--- src/rtl/proc_controller_if.sv ---
// Control bus between proc_controller and the instruction ROM / register-file / ALU / data-memory datapath.
// The controller takes the master modport; the datapath-and-memory side takes the slave modport.
interface proc_controller_if #(
    parameter int PC_W = 7
);
    logic [15:0]     IData;
    logic [PC_W-1:0] IAddr;
    logic [7:0]      DAddr;
    logic            DWrite;
    logic            RFSelect;
    logic [3:0]      WriteAddr;
    logic            RFWriteEnable;
    logic [3:0]      ReadAddrA;
    logic [3:0]      ReadAddrB;
    logic [2:0]      ALUSelect;
    logic [PC_W-1:0] PCOut;
    logic [15:0]     IROut;
    logic [3:0]      StateOut;
    logic            Halted;

    modport master (
        input  IData,
        output IAddr, DAddr, DWrite, RFSelect, WriteAddr, RFWriteEnable,
               ReadAddrA, ReadAddrB, ALUSelect, PCOut, IROut, StateOut, Halted
    );

    modport slave (
        output IData,
        input  IAddr, DAddr, DWrite, RFSelect, WriteAddr, RFWriteEnable,
               ReadAddrA, ReadAddrB, ALUSelect, PCOut, IROut, StateOut, Halted
    );
endinterface

--- src/rtl/proc_controller.sv ---
// Multi-cycle control unit: owns PC and IR, fetches from a registered-address ROM,
// decodes, and drives every datapath control input as a function of state and IR.
module proc_controller #(
    parameter int         PC_W    = 7,
    parameter logic [2:0] ALU_ADD = 3'b001,
    parameter logic [2:0] ALU_SUB = 3'b010
) (
    input  logic              Clk,
    input  logic              Reset,
    proc_controller_if.master bus
);

    typedef enum logic [3:0] {
        S_INIT   = 4'd0,
        S_FETCH  = 4'd1,
        S_DECODE = 4'd2,
        S_NOOP   = 4'd3,
        S_LOAD_A = 4'd4,
        S_LOAD_B = 4'd5,
        S_STORE  = 4'd6,
        S_ADD    = 4'd7,
        S_SUB    = 4'd8,
        S_HALT   = 4'd9
    } state_e;

    localparam logic [3:0] OP_STORE = 4'b0001;
    localparam logic [3:0] OP_LOAD  = 4'b0010;
    localparam logic [3:0] OP_ADD   = 4'b0011;
    localparam logic [3:0] OP_SUB   = 4'b0100;
    localparam logic [3:0] OP_HALT  = 4'b0101;

    state_e          state_q, state_d;
    logic [PC_W-1:0] pc_q, pc_d;
    logic [15:0]     ir_q, ir_d;

    // NOTE: sequential state uses non-blocking assignments so every register samples pre-edge values.
    always_ff @(posedge Clk) begin
        if (Reset) begin
            state_q <= S_INIT;
            pc_q    <= '0;
            ir_q    <= '0;
        end else begin
            state_q <= state_d;
            pc_q    <= pc_d;
            ir_q    <= ir_d;
        end
    end

    // NOTE: every combinational output gets a default first, so no path can infer a latch.
    always_comb begin
        state_d           = state_q;
        pc_d              = pc_q;
        ir_d              = ir_q;
        bus.DWrite        = 1'b0;
        bus.RFWriteEnable = 1'b0;
        bus.RFSelect      = 1'b0;
        bus.ALUSelect     = 3'b000;
        bus.DAddr         = 8'h00;
        bus.WriteAddr     = 4'h0;
        bus.ReadAddrA     = 4'h0;
        bus.ReadAddrB     = 4'h0;

        unique case (state_q)
            S_INIT: state_d = S_FETCH;
            S_FETCH: begin
                ir_d    = bus.IData;
                pc_d    = pc_q + 1'b1;
                state_d = S_DECODE;
            end
            S_DECODE: begin
                case (ir_q[15:12])
                    OP_STORE: state_d = S_STORE;
                    OP_LOAD:  state_d = S_LOAD_A;
                    OP_ADD:   state_d = S_ADD;
                    OP_SUB:   state_d = S_SUB;
                    OP_HALT:  state_d = S_HALT;
                    default:  state_d = S_NOOP;
                endcase
            end
            S_NOOP: state_d = S_FETCH;
            // LOAD_A only presents the address; memory data is valid in LOAD_B.
            S_LOAD_A: begin
                bus.DAddr     = ir_q[7:0];
                bus.RFSelect  = 1'b1;
                bus.WriteAddr = ir_q[11:8];
                state_d       = S_LOAD_B;
            end
            S_LOAD_B: begin
                bus.DAddr         = ir_q[7:0];
                bus.RFSelect      = 1'b1;
                bus.WriteAddr     = ir_q[11:8];
                bus.RFWriteEnable = 1'b1;
                state_d           = S_FETCH;
            end
            S_STORE: begin
                bus.DAddr     = ir_q[7:0];
                bus.ReadAddrA = ir_q[11:8];
                bus.DWrite    = 1'b1;
                state_d       = S_FETCH;
            end
            S_ADD, S_SUB: begin
                bus.ReadAddrA     = ir_q[11:8];
                bus.ReadAddrB     = ir_q[7:4];
                bus.WriteAddr     = ir_q[3:0];
                bus.RFWriteEnable = 1'b1;
                bus.ALUSelect     = (state_q == S_ADD) ? ALU_ADD : ALU_SUB;
                state_d           = S_FETCH;
            end
            S_HALT: state_d = S_HALT;
            default: state_d = S_INIT;
        endcase
    end

    assign bus.IAddr    = pc_q;
    assign bus.PCOut    = pc_q;
    assign bus.IROut    = ir_q;
    assign bus.StateOut = state_q;
    assign bus.Halted   = (state_q == S_HALT);

endmodule

--- src/flat_wrapper.sv ---
// flat-port wrapper written by rule: the top's interface ports become plain ports
module proc_controller_flat 
#(
    parameter int         PC_W    = 7,
    parameter logic [2:0] ALU_ADD = 3'b001,
    parameter logic [2:0] ALU_SUB = 3'b010
)
  (Clk, Reset, bus_IData, bus_IAddr, bus_DAddr, bus_DWrite, bus_RFSelect, bus_WriteAddr, bus_RFWriteEnable, bus_ReadAddrA, bus_ReadAddrB, bus_ALUSelect, bus_PCOut, bus_IROut, bus_StateOut, bus_Halted);
  proc_controller_if #(.PC_W(PC_W)) bus_i ();
  input  logic Clk;
  input  logic Reset;
  input wire logic [$bits(bus_i.IData)-1:0] bus_IData;
  output wire logic [$bits(bus_i.IAddr)-1:0] bus_IAddr;
  output wire logic [$bits(bus_i.DAddr)-1:0] bus_DAddr;
  output wire logic [$bits(bus_i.DWrite)-1:0] bus_DWrite;
  output wire logic [$bits(bus_i.RFSelect)-1:0] bus_RFSelect;
  output wire logic [$bits(bus_i.WriteAddr)-1:0] bus_WriteAddr;
  output wire logic [$bits(bus_i.RFWriteEnable)-1:0] bus_RFWriteEnable;
  output wire logic [$bits(bus_i.ReadAddrA)-1:0] bus_ReadAddrA;
  output wire logic [$bits(bus_i.ReadAddrB)-1:0] bus_ReadAddrB;
  output wire logic [$bits(bus_i.ALUSelect)-1:0] bus_ALUSelect;
  output wire logic [$bits(bus_i.PCOut)-1:0] bus_PCOut;
  output wire logic [$bits(bus_i.IROut)-1:0] bus_IROut;
  output wire logic [$bits(bus_i.StateOut)-1:0] bus_StateOut;
  output wire logic [$bits(bus_i.Halted)-1:0] bus_Halted;
  assign bus_i.IData = bus_IData;
  assign bus_IAddr = bus_i.IAddr;
  assign bus_DAddr = bus_i.DAddr;
  assign bus_DWrite = bus_i.DWrite;
  assign bus_RFSelect = bus_i.RFSelect;
  assign bus_WriteAddr = bus_i.WriteAddr;
  assign bus_RFWriteEnable = bus_i.RFWriteEnable;
  assign bus_ReadAddrA = bus_i.ReadAddrA;
  assign bus_ReadAddrB = bus_i.ReadAddrB;
  assign bus_ALUSelect = bus_i.ALUSelect;
  assign bus_PCOut = bus_i.PCOut;
  assign bus_IROut = bus_i.IROut;
  assign bus_StateOut = bus_i.StateOut;
  assign bus_Halted = bus_i.Halted;
  proc_controller #(.PC_W(PC_W), .ALU_ADD(ALU_ADD), .ALU_SUB(ALU_SUB)) u_core (.Clk(Clk), .Reset(Reset), .bus(bus_i));
endmodule
--- config.mk ---
export PLATFORM = sky130hd
export DESIGN_NAME = proc_controller_flat
export DESIGN_NICKNAME = d
export VERILOG_FILES = /design/src/rtl/proc_controller_if.sv /design/src/rtl/proc_controller.sv /design/src/flat_wrapper.sv
export SDC_FILE = /design/constraint.sdc
export NUM_CORES = 1
export LEC_CHECK = 0
export ABC_AREA = 1
export BUFFER_PORTS_ARGS = -buffer_cell sky130_fd_sc_hd__buf_4
export CAP_MARGIN = 20
export CORE_UTILIZATION = 40
export CTS_CLUSTER_SIZE = 16
export DETAILED_ROUTE_END_ITERATION = 16
export PLACE_DENSITY = 0.87
export SLEW_MARGIN = 10
export SYNTH_ARGS = -nofsm -noshare
export SYNTH_HDL_FRONTEND = slang
export SYNTH_SLANG_ARGS = --single-unit
--- constraint.sdc ---
create_clock -name Clk -period 1.2 [get_ports Clk]
set_input_delay 0.24 -clock Clk [delete_from_list [all_inputs] [get_ports Clk]]
set_output_delay 0.24 -clock Clk [all_outputs]
set_load 0.005 [all_outputs]
# --- Word-level counts from Yosys, hierarchy flattened ---
# Cells that the tools add are included.
classes:
  reduce_logical: 7
  add_sub_neg: 1
  n_mux: 11
  eq_ne: 14
op_table:
  columns: ["op", "n"]
  rows:
  - ["$pmux 4 s5", 2]
  - ["$eq 4x3->1 const B", 6]
  - ["$eq 4x2->1 const B", 4]
  - ["$reduce_or 3->1", 3]
  - ["$eq 4x1->1 const B", 2]
  - ["$eq 4x4->1 const B", 2]
  - ["$mux 4", 2]
  - ["$mux 8", 1]
  - ["$pmux 4 s2", 1]
  - ["$add 7x1->7 const B", 1]
  - ["$reduce_or 6->1", 1]
  - ["$logic_not 4->1", 1]
  - ["$reduce_or 2->1", 2]
  - ["$mux 1", 3]
  - ["$mux 3", 1]
  - ["$mux 2", 1]
word_totals:
  out_inout_bits: 61
  reg_bits: 27
  wordCells: 36

# --- Longest topological paths before layout ---
logic_depth:
  ltp_word: 3
  depth_mapped: 8
  ltp_nobuf: 8

# --- Worst setup path before layout ---
# No wires, ideal clock.
synth_path:
  kind: "reg2out"
  start: "register u_core.state_q[3] (netlist: u_core.bus.StateOut[3])"
  end: "output port bus_ReadAddrA[0]"
  stages_incl_launch_ff: 7
  t_required_ns: 0.960
  t_arrival_ns: 1.071
  setup_slack_ns: -0.111
  cell_sequence: "dfxtp_1 bufinv_8 nor3_4 nor2_4 o21ai_2 nand2_1 inv_1"
synth_via:
  elab_chain_cells: 3
synth_lines:
  columns: ["item", "line", "rtl"]
  rows:
  - ["start: declaration", "proc_controller.sv:32", "state_e state_q, state_d;"]
  - ["start signal: assignment", "proc_controller.sv:43", "state_q <= state_d;"]
  - ["$eq 4x3->1 / $eq 4x4->1 (equally long branches)", "proc_controller.sv:63", "unique case (state_q)"]
  - ["$reduce_or 3->1 (no source line) (*)", null, null]
  - ["$mux 4 (*)", "proc_controller.sv:63", null]
  - ["end: declaration", "flat_wrapper.sv:19", "output wire logic [$bits(bus_i.ReadAddrA)-1:0] bus_ReadAddrA;"]
# Mark *: on every way between the ends. The rest lies on a longest branch, timed or not.

# --- Final worst setup path ---
layout_path:
  start: "register u_core.state_q[1] (netlist: u_core.bus.StateOut[1])"
  end: "output port bus_WriteAddr[2]"
layout_via:
  elab_chain_cells: 3
layout_lines:
  columns: ["item", "line", "rtl"]
  rows:
  - ["$eq 4x4->1 / $eq 4x3->1 (equally long branches)", "proc_controller.sv:63", null]
  - ["$reduce_or 2->1 (on tied branches)", null, null]
  - ["$pmux 4 s2 (*)", "proc_controller.sv:63", null]
  - ["end: declaration", "flat_wrapper.sv:17", "output wire logic [$bits(bus_i.WriteAddr)-1:0] bus_WriteAddr;"]
# Marked as above.

==> flow_metrics.tcl <==
set metrics [dict create \
    outcome "finished with violations" \
    violations "setup timing" \
    holdWs_ps 110 \
    maxSlewViolCount 0 \
    ys_ff_latch 27 \
    rows 21 \
    start_util_pct 42.3 \
    crit_chain "inv_4 > buf_6 > buf_6 > nand2_1 > inv_2 > nand2_1 > o21ai_0 > buf_4" \
    grt_pass1_vias 1395 \
    grt_overflow 0 \
    final_common_cell "buf_4" \
    cts.sinks 27 \
    final_cell_mix "94 x buf_4, 28 x nand2_1, 28 x nor2_1, 22 x inv_1, 20 x dfxtp_1" \
    cp.required_ps 960 \
    drive_gt1_share_pct 58.5 \
    wl_um 4530 \
    drc 0 \
    ys_types 28 \
    finalClockSkew_ps 10.2 \
    dpl.hpwl_um 3010 \
    synth_top_family_by_area "simple AND/OR/NAND/NOR gates" \
    cp_max_fo 5 \
    hold_viol_final 0 \
    gp_congestion 0.813 \
    max_freq_mhz 577 \
    cts.htree.levels 1 \
    clk_latency_ps 330 \
    period_needed_ps 1730 \
    vdd_drop_max_mv 0.835 \
    worst_slack_ps -532 \
    cts_made_buffers 3 \
    syn2layout_area_growth_pct 83.7 \
    wire_per_inst_um 12.7 \
    min_period_over_period_pct 144 \
    syn-cell-area_um2 1440 \
    drtIter0Drc 87 \
    first_pass_iters 4 \
    cts_buffer_depth 2 \
    power_density_nw_per_um2 1400 \
    grt_setup_unrepaired "true" \
    synth-compound-area-share_pct 16.5 \
    fin_nets 331 \
    pin_count 79 \
    grt_start_max_net_pins 16 \
    synth-xor-area-share_pct 0.610 \
    core_um2 3390 \
    n_antenna_cell 0 \
    synth_fa_ha_area_share_pct 0.872 \
    cts_tree "yes" \
    crit_path_start_kind "register" \
    max_cap_viol_count 0 \
    fillers 222 \
    synth-simple-area-share_pct 29.9 \
    slowest_stage "dfxtp_4" \
    p_leak_uw 0.00129 \
    yosysSeqAreaShare_pct 37.7 \
    fin_util_pct 77.8 \
    holdCritPathClass "in -> reg" \
    io_buffer_count 77 \
    max_stage_delay_ps 390 \
    synth_warnings 0 \
    crit_type "reg -> out" \
    vias 1730 \
    syn-num-nets 224 \
    synth.avg_cell_area_um2 7.00 \
    final-setup-viol-count 55 \
    antenna_found_initial 0 \
    antenna_left 0 \
    viasPerCell 4.85 \
    grt_use_total_pct 21.4 \
    dieArea_um2 3830 \
    end_kind "primary output" \
    muxShareOfSynthArea_pct 0 \
    postSynthCellCount 205 \
    grt_pass1_wl_um 6130 \
    die_w_um 61.9 \
    root_buffer "clkbuf_4" \
    clk_pin_slew_ps 160 \
    die_y_um 61.9 \
    cp.arrival_ps 1490 \
]
synthesized netlist by cell type (all sizes together):
| cell | number | area (um^2) |
|---|---|---|
| nor2 | 44 | 194 |
| nand2 | 39 | 181 |
| dfxtp | 27 | 541 |
| inv | 27 | 101 |
| o21ai | 24 | 124 |
| a21oi | 16 | 80.1 |
| buf | 11 | 77.6 |
| nand3 | 4 | 20.0 |
| clkbuf | 2 | 7.51 |
| nor3 | 2 | 21.3 |
| o21bai | 2 | 18.8 |
| a31oi | 1 | 6.26 |
| bufinv | 1 | 17.5 |
| conb | 1 | 3.75 |
| ha | 1 | 12.5 |
| nand4 | 1 | 12.5 |
| o211ai | 1 | 7.51 |
| xor2 | 1 | 8.76 |
kinds of logic after synthesis:
group                      Yosys count
AOI/OAI and AO/OA                   44
xor gates and xnor gates             1
adders and majority gates            1
buffers and inverters               41
DFF                                 27
other                                1
and+or+nand+nor                     90
state kept, by name, indices dropped and copies added (netlist names):
signal               flops
u_core.bus.IROut        16
u_core.bus.IAddr         7
u_core.bus.StateOut      4
layout make-up:
class                      count  area, um^2  share of cell area, %
clock buffer                   3        22.5                  0.854
clock inverter                 1        5.00                  0.190
inverter                      28         123                   4.65
multi-input combinational    137         892                   33.8
sequential                    27         559                   21.2
tap                           46        57.6                   2.18
timing repair buffer         115         977                   37.1
path summary, 6_finish.rpt:
| kind | startpoint | to | slack, ps | cells past startpoint |
|---|---|---|---|---|
| hold reg to reg | u_core.bus.IROut[4]$_SDFFE_PP0P_ | u_core.bus.IROut[4]$_SDFFE_PP0P_ | 520 | 2 |
| setup / recovery | u_core.bus.StateOut[1]$_SDFF_PP0_ | bus_WriteAddr[2] | -530 | 8 |
| hold / removal | bus_IData[11] | u_core.bus.IROut[11]$_SDFFE_PP0P_ | 110 | 3 |
| setup reg to reg | u_core.bus.StateOut[1]$_SDFF_PP0_ | u_core.bus.StateOut[0]$_SDFF_PP0_ | -230 | 10 |
worst max-delay path: cells and delay by family, from the launching register on:
kind                   cells  cell delay [ps]
AO/OA/AOI/OAI              1              110
AND/OR/NAND/NOR            2              150
flip-flops                 1              390
buffers and inverters      5              520
power by group:
part / switching, uW / total [uW] / internal [uW]
clock network: 282 / 407 / 125
registers: 196 / 1300 / 1100
logic: 975 / 1990 / 1010
per-stage QoR:
stage | total power, uW | TNS, ps | cell area (um^2) | setup WS, ps | std cells
floorplan | 1970 | -341 | 1440 | -50.5 | 205
global placement | 2600 | -2830 | 2190 | -157 | 341
detailed placement | 2640 | -3910 | 2190 | -171 | 341
CTS | 3160 | -11670 | 2300 | -486 | 347
global route | 3940 | -19440 | 2640 | -602 | 357
finish | 3690 | -15090 | 2640 | -532 | 357
metal layers:
metal / vias up / track usage [%] / part of all wire (%)
met5: - / 0 / 0
met4: 0 / 8.57 / 2.3
met3: 10 / 2.28 / 4.5
met2: 63 / 37.3 / 51
met1: 806 / 26.9 / 42
li1: 851 / - / -
what timing repair did:
item | in CTS | in global routing
endpoints found under the setup margin | 48 | 62
cloned | 1 | 2
pin swaps | 5 | 9
gates resized for setup | 24 | 79
hold buffers | 0 | 0
setup buffers | 1 | 8
(Power assumes the default switching activity.)
